### src/rtl/conv_seq_pkg.sv
// conv_seq_pkg: shared FSM state encoding and job-size legality check for conv_job_sequencer.
package conv_seq_pkg;

    typedef enum logic [2:0] {
        ST_IDLE      = 3'd0,
        ST_START     = 3'd1,
        ST_WAIT_DONE = 3'd2,
        ST_READ      = 3'd3,
        ST_PRESENT   = 3'd4
    } state_e;

    typedef struct packed {
        logic        legal;
        logic [31:0] n;
    } job_chk_t;

    // N = size_y + size_h - 1; legal when size_y >= 1 and N fits the MEM_Z address space.
    function automatic job_chk_t job_check(input int unsigned size_y, input int unsigned size_h,
                                           input int unsigned awz);
        job_chk_t r;
        r.n     = size_y + size_h - 32'd1;
        r.legal = (size_y != 0) && (r.n <= (32'd1 << awz));
        return r;
    endfunction

endpackage

### src/rtl/conv_seq_watchdog.sv
// conv_seq_watchdog: counts enabled cycles and flags expiry after LIMIT of them; clear wins.
module conv_seq_watchdog #(
    parameter int unsigned LIMIT = 1024
) (
    input  logic clk,
    input  logic rst,
    input  logic clear_i,
    input  logic en_i,
    output logic expired_o
);
    localparam int unsigned W = $clog2(LIMIT + 1);

    logic [W-1:0] cnt_q, cnt_d;

    always_comb cnt_d = clear_i ? '0 : (en_i && !expired_o) ? cnt_q + W'(1) : cnt_q;

    always_ff @(posedge clk or posedge rst)
        if (rst) cnt_q <= '0;
        else     cnt_q <= cnt_d;

    assign expired_o = cnt_q == W'(LIMIT - 1);
endmodule

### src/rtl/conv_job_sequencer.sv
// conv_job_sequencer: job intake, core start/done handshake and MEM_Z result streaming.
// Optional WAIT_DONE watchdog enabled by defining CONV_SEQ_TIMEOUT_EN.
module conv_job_sequencer
    import conv_seq_pkg::*;
#(
    parameter int unsigned ADDRESS_WIDTH   = 5,
    parameter int unsigned ADDRESS_WIDTH_Z = 6,
    parameter int unsigned DATA_WIDTH_OUT  = 16,
    parameter int unsigned SIZE_H          = 4,
    parameter int unsigned TIMEOUT_CYCLES  = 1024
) (
    input  logic                       clk,
    input  logic                       rst,
    input  logic                       job_valid_i,
    output logic                       job_ready_o,
    input  logic [ADDRESS_WIDTH-1:0]   job_size_y_i,
    output logic                       conv_start_o,
    output logic [ADDRESS_WIDTH-1:0]   conv_size_y_o,
    input  logic                       conv_done_i,
    output logic [ADDRESS_WIDTH_Z-1:0] memz_rd_addr_o,
    input  logic [DATA_WIDTH_OUT-1:0]  memz_rd_data_i,
    output logic                       out_valid_o,
    input  logic                       out_ready_i,
    output logic [DATA_WIDTH_OUT-1:0]  out_data_o,
    output logic                       out_last_o,
    output logic                       busy_o,
    output logic                       err_o
);
    state_e                       state_q, state_d;
    logic [ADDRESS_WIDTH-1:0]     size_q, size_d;
    logic [ADDRESS_WIDTH_Z-1:0]   last_q, last_d;
    logic [ADDRESS_WIDTH_Z-1:0]   addr_q, addr_d;
    logic [DATA_WIDTH_OUT-1:0]    data_q, data_d;
    logic                         err_q, err_d;
    logic                         timeout;
    job_chk_t                     chk;

    assign chk = job_check(32'(job_size_y_i), SIZE_H, ADDRESS_WIDTH_Z);

`ifdef CONV_SEQ_TIMEOUT_EN
    conv_seq_watchdog #(.LIMIT(TIMEOUT_CYCLES)) u_watchdog (
        .clk      (clk),
        .rst      (rst),
        .clear_i  (state_q != ST_WAIT_DONE),
        .en_i     (state_q == ST_WAIT_DONE),
        .expired_o(timeout)
    );
`else
    assign timeout = 1'b0;
`endif

    always_comb begin
        state_d = state_q;
        size_d  = size_q;
        last_d  = last_q;
        addr_d  = addr_q;
        data_d  = data_q;
        err_d   = 1'b0;
        case (state_q)
            ST_IDLE:
                if (job_valid_i) begin
                    if (chk.legal) begin
                        state_d = ST_START;
                        size_d  = job_size_y_i;
                        last_d  = ADDRESS_WIDTH_Z'(chk.n - 32'd1);
                    end else begin
                        err_d = 1'b1;
                    end
                end
            ST_START: state_d = ST_WAIT_DONE;
            ST_WAIT_DONE:
                if (conv_done_i) begin
                    state_d = ST_READ;
                    addr_d  = '0;
                end else if (timeout) begin
                    state_d = ST_IDLE;
                    err_d   = 1'b1;
                end
            ST_READ: begin
                state_d = ST_PRESENT;
                data_d  = memz_rd_data_i;
            end
            ST_PRESENT:
                if (out_ready_i) begin
                    if (addr_q == last_q) begin
                        state_d = ST_IDLE;
                    end else begin
                        addr_d  = addr_q + 1'b1;
                        state_d = ST_READ;
                    end
                end
            default: state_d = ST_IDLE;
        endcase
    end

    always_ff @(posedge clk or posedge rst)
        if (rst) begin
            state_q <= ST_IDLE;
            size_q  <= '0;
            last_q  <= '0;
            addr_q  <= '0;
            data_q  <= '0;
            err_q   <= 1'b0;
        end else begin
            state_q <= state_d;
            size_q  <= size_d;
            last_q  <= last_d;
            addr_q  <= addr_d;
            data_q  <= data_d;
            err_q   <= err_d;
        end

    // The next address goes out so the registered memory has the word ready by the end of READ.
    assign memz_rd_addr_o = addr_d;
    assign job_ready_o    = state_q == ST_IDLE;
    assign busy_o         = state_q != ST_IDLE;
    assign conv_start_o   = state_q == ST_START;
    assign conv_size_y_o  = size_q;
    assign out_valid_o    = state_q == ST_PRESENT;
    assign out_last_o     = (state_q == ST_PRESENT) && (addr_q == last_q);
    assign out_data_o     = data_q;
    assign err_o          = err_q;
endmodule

### config.mk
export PLATFORM = sky130hd
export DESIGN_NAME = conv_job_sequencer
export DESIGN_NICKNAME = d
export VERILOG_FILES = /design/src/rtl/conv_seq_pkg.sv /design/src/rtl/conv_seq_watchdog.sv /design/src/rtl/conv_job_sequencer.sv
export SDC_FILE = /design/constraint.sdc
export NUM_CORES = 1
export LEC_CHECK = 0
export CORE_ASPECT_RATIO = 0.6
export CORE_MARGIN = 1
export CORE_UTILIZATION = 45
export CTS_CLUSTER_DIAMETER = 40
export DETAILED_ROUTE_END_ITERATION = 8
export MAX_ROUTING_LAYER = met4
export PLACE_DENSITY_LB_ADDON = 0.3
export SLEW_MARGIN = 20
export SYNTH_ARGS = -nofsm -noshare
export SYNTH_HDL_FRONTEND = slang
export SYNTH_HIERARCHICAL = 1
export SYNTH_SLANG_ARGS = --single-unit
### constraint.sdc
create_clock -name clk -period 2.35 [get_ports clk]
set_input_delay 0.47 -clock clk [delete_from_list [all_inputs] [get_ports clk]]
set_output_delay 0.47 -clock clk [all_outputs]
set_load 0.05 [all_outputs]
-- After elaboration in Yosys (flattened, before gate mapping)
Cells that the tools add are included.
- flip-flop bits (word level): 37
- bits of input ports: 26
- output and inout port bits: 33
- word-level logic and storage cells: 40
- add/subtract/negate cells: 4
- $lt $le $gt $ge: 1
- eq/ne operators: 9
- muxes and demuxes: 13
- reductions and logical operators: 7
- operators by type and width (kind ; number):
    32-bit by 7-bit <= comparator with 1-bit output, second input constant ; 1
    6-bit two-way mux ; 3
    3-bit case mux with 5 select lines ; 1
    3-bit two-way mux ; 4
    6-bit case mux with 2 select lines ; 1
    6-bit by 1-bit subtractor with 7-bit output, second input constant ; 1
    5-bit by 3-bit adder with 6-bit output, second input constant ; 1
    6-bit by 1-bit adder with 6-bit output, second input constant ; 1
    3-bit by 2-bit == test with 1-bit output, second input constant ; 2
    6-bit == test ; 1
    6-bit by 2-bit subtractor with 6-bit output, second input constant ; 1
    5-bit nonzero test ; 1
    2-bit by 1-bit != test with 1-bit output, second input constant ; 2
    2-bit != test, second input constant ; 2
    4-bit AND reduction ; 1
    3-bit by 1-bit == test with 1-bit output, second input constant ; 1
    3-bit == test, second input constant ; 1
    3-bit zero test ; 1
    1-bit two-way mux ; 3
    3-bit AND reduction ; 1
    3-bit nonzero test ; 1
    1-bit logical AND ; 2
    2-bit two-way mux ; 1

-- Logic depth before layout (Yosys ltp)
- depth in word-level cells: 7
- mapped depth: 7
- depth with buffers taken out: 7

-- Worst setup path after synthesis
OpenSTA, ideal clock, no wires.
- kind: reg-to-output
- start point: register state_q[0]
- end point: output port memz_rd_addr_o[2]
- arrival: 2.505 ns
- required time: 1.880 ns
- path slack: -0.625 ns
- cell stages (with the launch flop): 7
- buffers on the path: 1
- path through: dfrtp_1 buf_2 nor2_1 nand2_1 inv_1 nand3_1 o21ai_0
- word-level cells in the longest chain between the ends: 2
- elaborated cells on any way between the ends: 3
- classes of those cells: eq/ne: 2; mux: 1
- RTL lines (element ; RTL line ; source):
    start: declaration ; conv_job_sequencer.sv:29 ; state_e state_q, state_d;
    start signal: assignment ; conv_job_sequencer.sv:105 ; state_q <= state_d;
    3-bit == test ; - ;
    via out_valid_o ; conv_job_sequencer.sv:22 ; output logic out_valid_o,
    6-bit case mux with 2 select lines ; conv_job_sequencer.sv:59 ; case (state_q)
    end: declaration ; conv_job_sequencer.sv:20 ; output logic [ADDRESS_WIDTH_Z-1:0] memz_rd_addr_o,
The timed path passes the listed nets, and every way through them passes these cells.

-- Worst setup path in the final report
- start point: input port conv_done_i
- end point: output port memz_rd_addr_o[3]
- word-level cells in the longest chain between the ends: 2
- RTL lines (element ; RTL line ; source):
    start: declaration ; conv_job_sequencer.sv:19 ; input logic conv_done_i,
    6-bit two-way mux ; conv_job_sequencer.sv:72 ; if (conv_done_i) begin
    6-bit case mux with 2 select lines ; conv_job_sequencer.sv:59 ;
No other way between the ends.

==> results by group <==
Status
  • Status: finished, violations left
  • Failing checks: negative setup slack

Detailed routing
  • WL/cell: 15.90 um
  • Starting DRT DRC Count: 114
  • Total number of vias: 1507
  • First drt pass iteration count: 4
  • ANT nets after route: 0
  • Total wire length: 4643 um
  • Vias per inst: 5.161
  • Remaining DRCs: 0

Power and ir drop
  • Power Dens Cells: 1432 nW/um2
  • Peak VDD IR: 0.8924 mV
  • P_leak: 0.001246 uW

GRT
  • Initial antenna violation count: 0
  • Global-route wire length before repair: 7224 um
  • Number of global-route vias before repair: 1491
  • GRT Resource Usage Total: 0.2358
  • Global route total overflow: 0
  • Largest net degree at the start of global routing: 37

Clocking
  • Clock Tree Buf Depth: 2
  • Clock root buffer: clkbuf_8
  • CTS Hold Buffers Added: 0
  • Num Clock Sinks: 36
  • # H-tree levels: 2
  • Worst-Skew Late Latency: 290 ps
  • Num CTS Buffers: 5
  • Clock transition at the registers of the reported paths: 80 ps
  • CTS tree: done

Die
  • Die Y-Extent: 50.73 um
  • Die width: 83.21 um
  • Starting Density: 0.4783
  • Ports: 59
  • # rows: 17
  • Die area: 4221 um2
  • Placeable Area: 3722 um2

Worst setup path
  • Path type of the worst setup path: input pin to primary output
  • Critical path's largest stage delay: 490 ps
  • Crit path buf inv count: 2
  • Cell family with most CP delay: compound AO/OA/AOI/OAI gates
  • CP cell instances: clkdlybuf4s50_1, nand3b_1, a21o_1, o311ai_0, o21ai_2, buf_4
  • Cells on worst reg2reg path: 7
  • Stages on worst setup path: 6
  • Nature of the critical path endpoint: primary output
  • CP Data Arrival Time: 2120 ps
  • Startpoint Class: input pin
  • Worst Path Required: 1880 ps
  • Worst Path Max Fanout: 2
  • CP max-delay cell: clkdlybuf4s50_1

Cells and area
  • Sequential cell area: 903.4 um2
  • Final non-filler cell total: 292
  • Nets: 276
  • Area of the multi-input gates: 932.1 um2
  • Antenna diodes: 0
  • Layout cells sized above 1: 0.3469
  • # fillers: 251
  • Fin area: 2830 um2
  • Area growth syn-to-layout: 58.96%

Placed design
  • Cell count after placement: 281
  • I/O Buffers: 58
  • Final GP Congestion: 0.9113
  • Placement Cell Area: 2594 um2
  • DPL Wire Length: 3290 um
  • Pre-CTS setup slack: -158.5 ps

Yosys
  • Mean Syn Cell Area: 11.06 um2
  • FFs w/ async S/R, synth: 1.000
  • Yosys reg bits: 36
  • Cell taking the most area after synthesis: dfrtp_1
  • Most frequent cells after synthesis: dfrtp_1 (36), mux2_2 (19), nand2_1 (18), o21ai_0 (11), xor2_1 (9)
  • Yosys warnings: 6
  • Synth top area share: 0.5060
  • Number of synthesized flops with an enable pin: 0
  • Synth top area cells: dfrtp_1 (51%), mux2_2 (12%), xor2_1 (4.4%), ha_1 (4.2%), nand2_1 (3.8%)
  • Cells after Synth: 161
  • Cell variety after synth: 34
  • Top-count cell post-synth: dfrtp_1
  • Main flop type after synthesis: dfrtp_1
  • Syn nets: 193
  • Synth Cell Area: 1780 um2
  • Register area share after synthesis: 0.5060

STA
  • Slew Viols, Final: 0
  • Final setup margin: -240.1 ps
  • Max Clk Rate: 386.1 MHz
  • Setup Skew: 8.458 ps
  • Setup TNS: -887.0 ps
  • Setup Viol. Count Final: 6
  • Final hold vios: 0
  • Crit share post-route: 1.102
  • Unrepaired setup endpoints after global routing: yes
  • Final Critical Period: 2590 ps
  • Slew at the pin closest to its max-slew limit: 526.0 ps
  • Slew HR: 0.6482

Min path
  • Hold path cells: 1
  • Worst min-delay path category: flop to flop

Job
  • Max cap viols: 0
==> placed cells by master, fill, tap and decap left out, types with 3 or more instances in the layout <==
| cell type | count |
|---|---|
| nand2_1 | 17 |
| clkbuf_8 | 5 |
| inv_1 | 7 |
| buf_6 | 4 |
| clkdlybuf4s50_1 | 47 |
| buf_12 | 3 |
| a21oi_1 | 3 |
| xnor2_1 | 5 |
| xor2_2 | 3 |
| nand3_1 | 4 |
| xor2_1 | 6 |
| buf_4 | 27 |
| nor2_1 | 6 |
| dfrtp_1 | 34 |
| ha_1 | 6 |
| mux2_2 | 19 |
| o21ai_0 | 8 |
| o21ai_2 | 3 |
==> state kept, by name, indices dropped and copies added, names as in the netlist <==
signal and count:
out_data_o 16, addr_q 6, conv_size_y_o 5, last_q 5, state_q 3, err_o 1
==> worst reg2reg max path, cell delays in order, from the launching register on <==
cell	delay, ps
dfrtp_1	410
xor2_2	270
nor4_4	90
and2_4	190
buf_6	120
or4_4	490
nand3_4	90
buf_4	120
==> per-layer routing <==
layer,vias to the layer above,wire [um],GRT usage
met3,9,256,0.05592
met1,732,2135,0.3176
met2,47,2178,0.3470
met5,-,0,-
li1,719,-,-
met4,0,73,0.09195
==> metrics by stage <==
step	utilization	hold slack (ps)	total power, uW
after floorplan	-	467.2	2584
after global placement	0.6968	462.8	3316
after detailed placement	0.6968	493.0	3363
after CTS	0.7432	510.6	3961
after global routing	0.7603	526.5	4241
final	0.7603	509.2	4054
==> layout make-up <==
cell class | instances | share of cell area
clock inverters | 3 | 0.01503
flip-flops and latches | 36 | 0.3192
clock buffers | 5 | 0.02431
inverters | 8 | 0.01194
well taps | 47 | 0.02078
multi-input cells | 111 | 0.3294
repair buffers | 82 | 0.2794
==> logic make-up after synthesis <==
| logic type | synth area share |
|---|---|
| buffers and inverters | 0.03583 |
| AO/OA/AOI/OAI | 0.07870 |
| flip-flops | 0.5060 |
| adder cells (fa/ha/maj) | 0.04216 |
| XOR/XNOR | 0.06887 |
| AND/OR/NAND/NOR | 0.1427 |
| multiplexers | 0.1258 |
==> worst paths after layout <==
check,from,end,slack (ps)
worst max-delay path,conv_done_i,memz_rd_addr_o[3],-240
worst min-delay path,out_data_o[10]$_DFFE_PP0N_,out_data_o[10]$_DFFE_PP0N_,510
worst max register to register,conv_size_y_o[0]$_DFFE_PP0P_,addr_q[4]$_DFF_PP0_,530
worst min register to register,out_data_o[10]$_DFFE_PP0N_,out_data_o[10]$_DFFE_PP0N_,510
max in group asynchronous,rst,state_q[1]$_DFFE_PP0P_,1420
min in group asynchronous,rst,out_data_o[5]$_DFFE_PP0N_,580
==> where the power goes <==
group,switching [uW],leakage (uW),internal (uW)
Clock,227,0.0000541,314
Sequential,204,0.000443,887
Combinational,1470,0.000750,956
==> repair_timing <==
item / CTS / global route
cloned: 0 / 0
resized for setup: 11 / 12
setup buffers: 2 / 3
pin swaps: 6 / 7
endpoints found under the setup margin: 7 / 8
(Power assumes the default switching activity.)
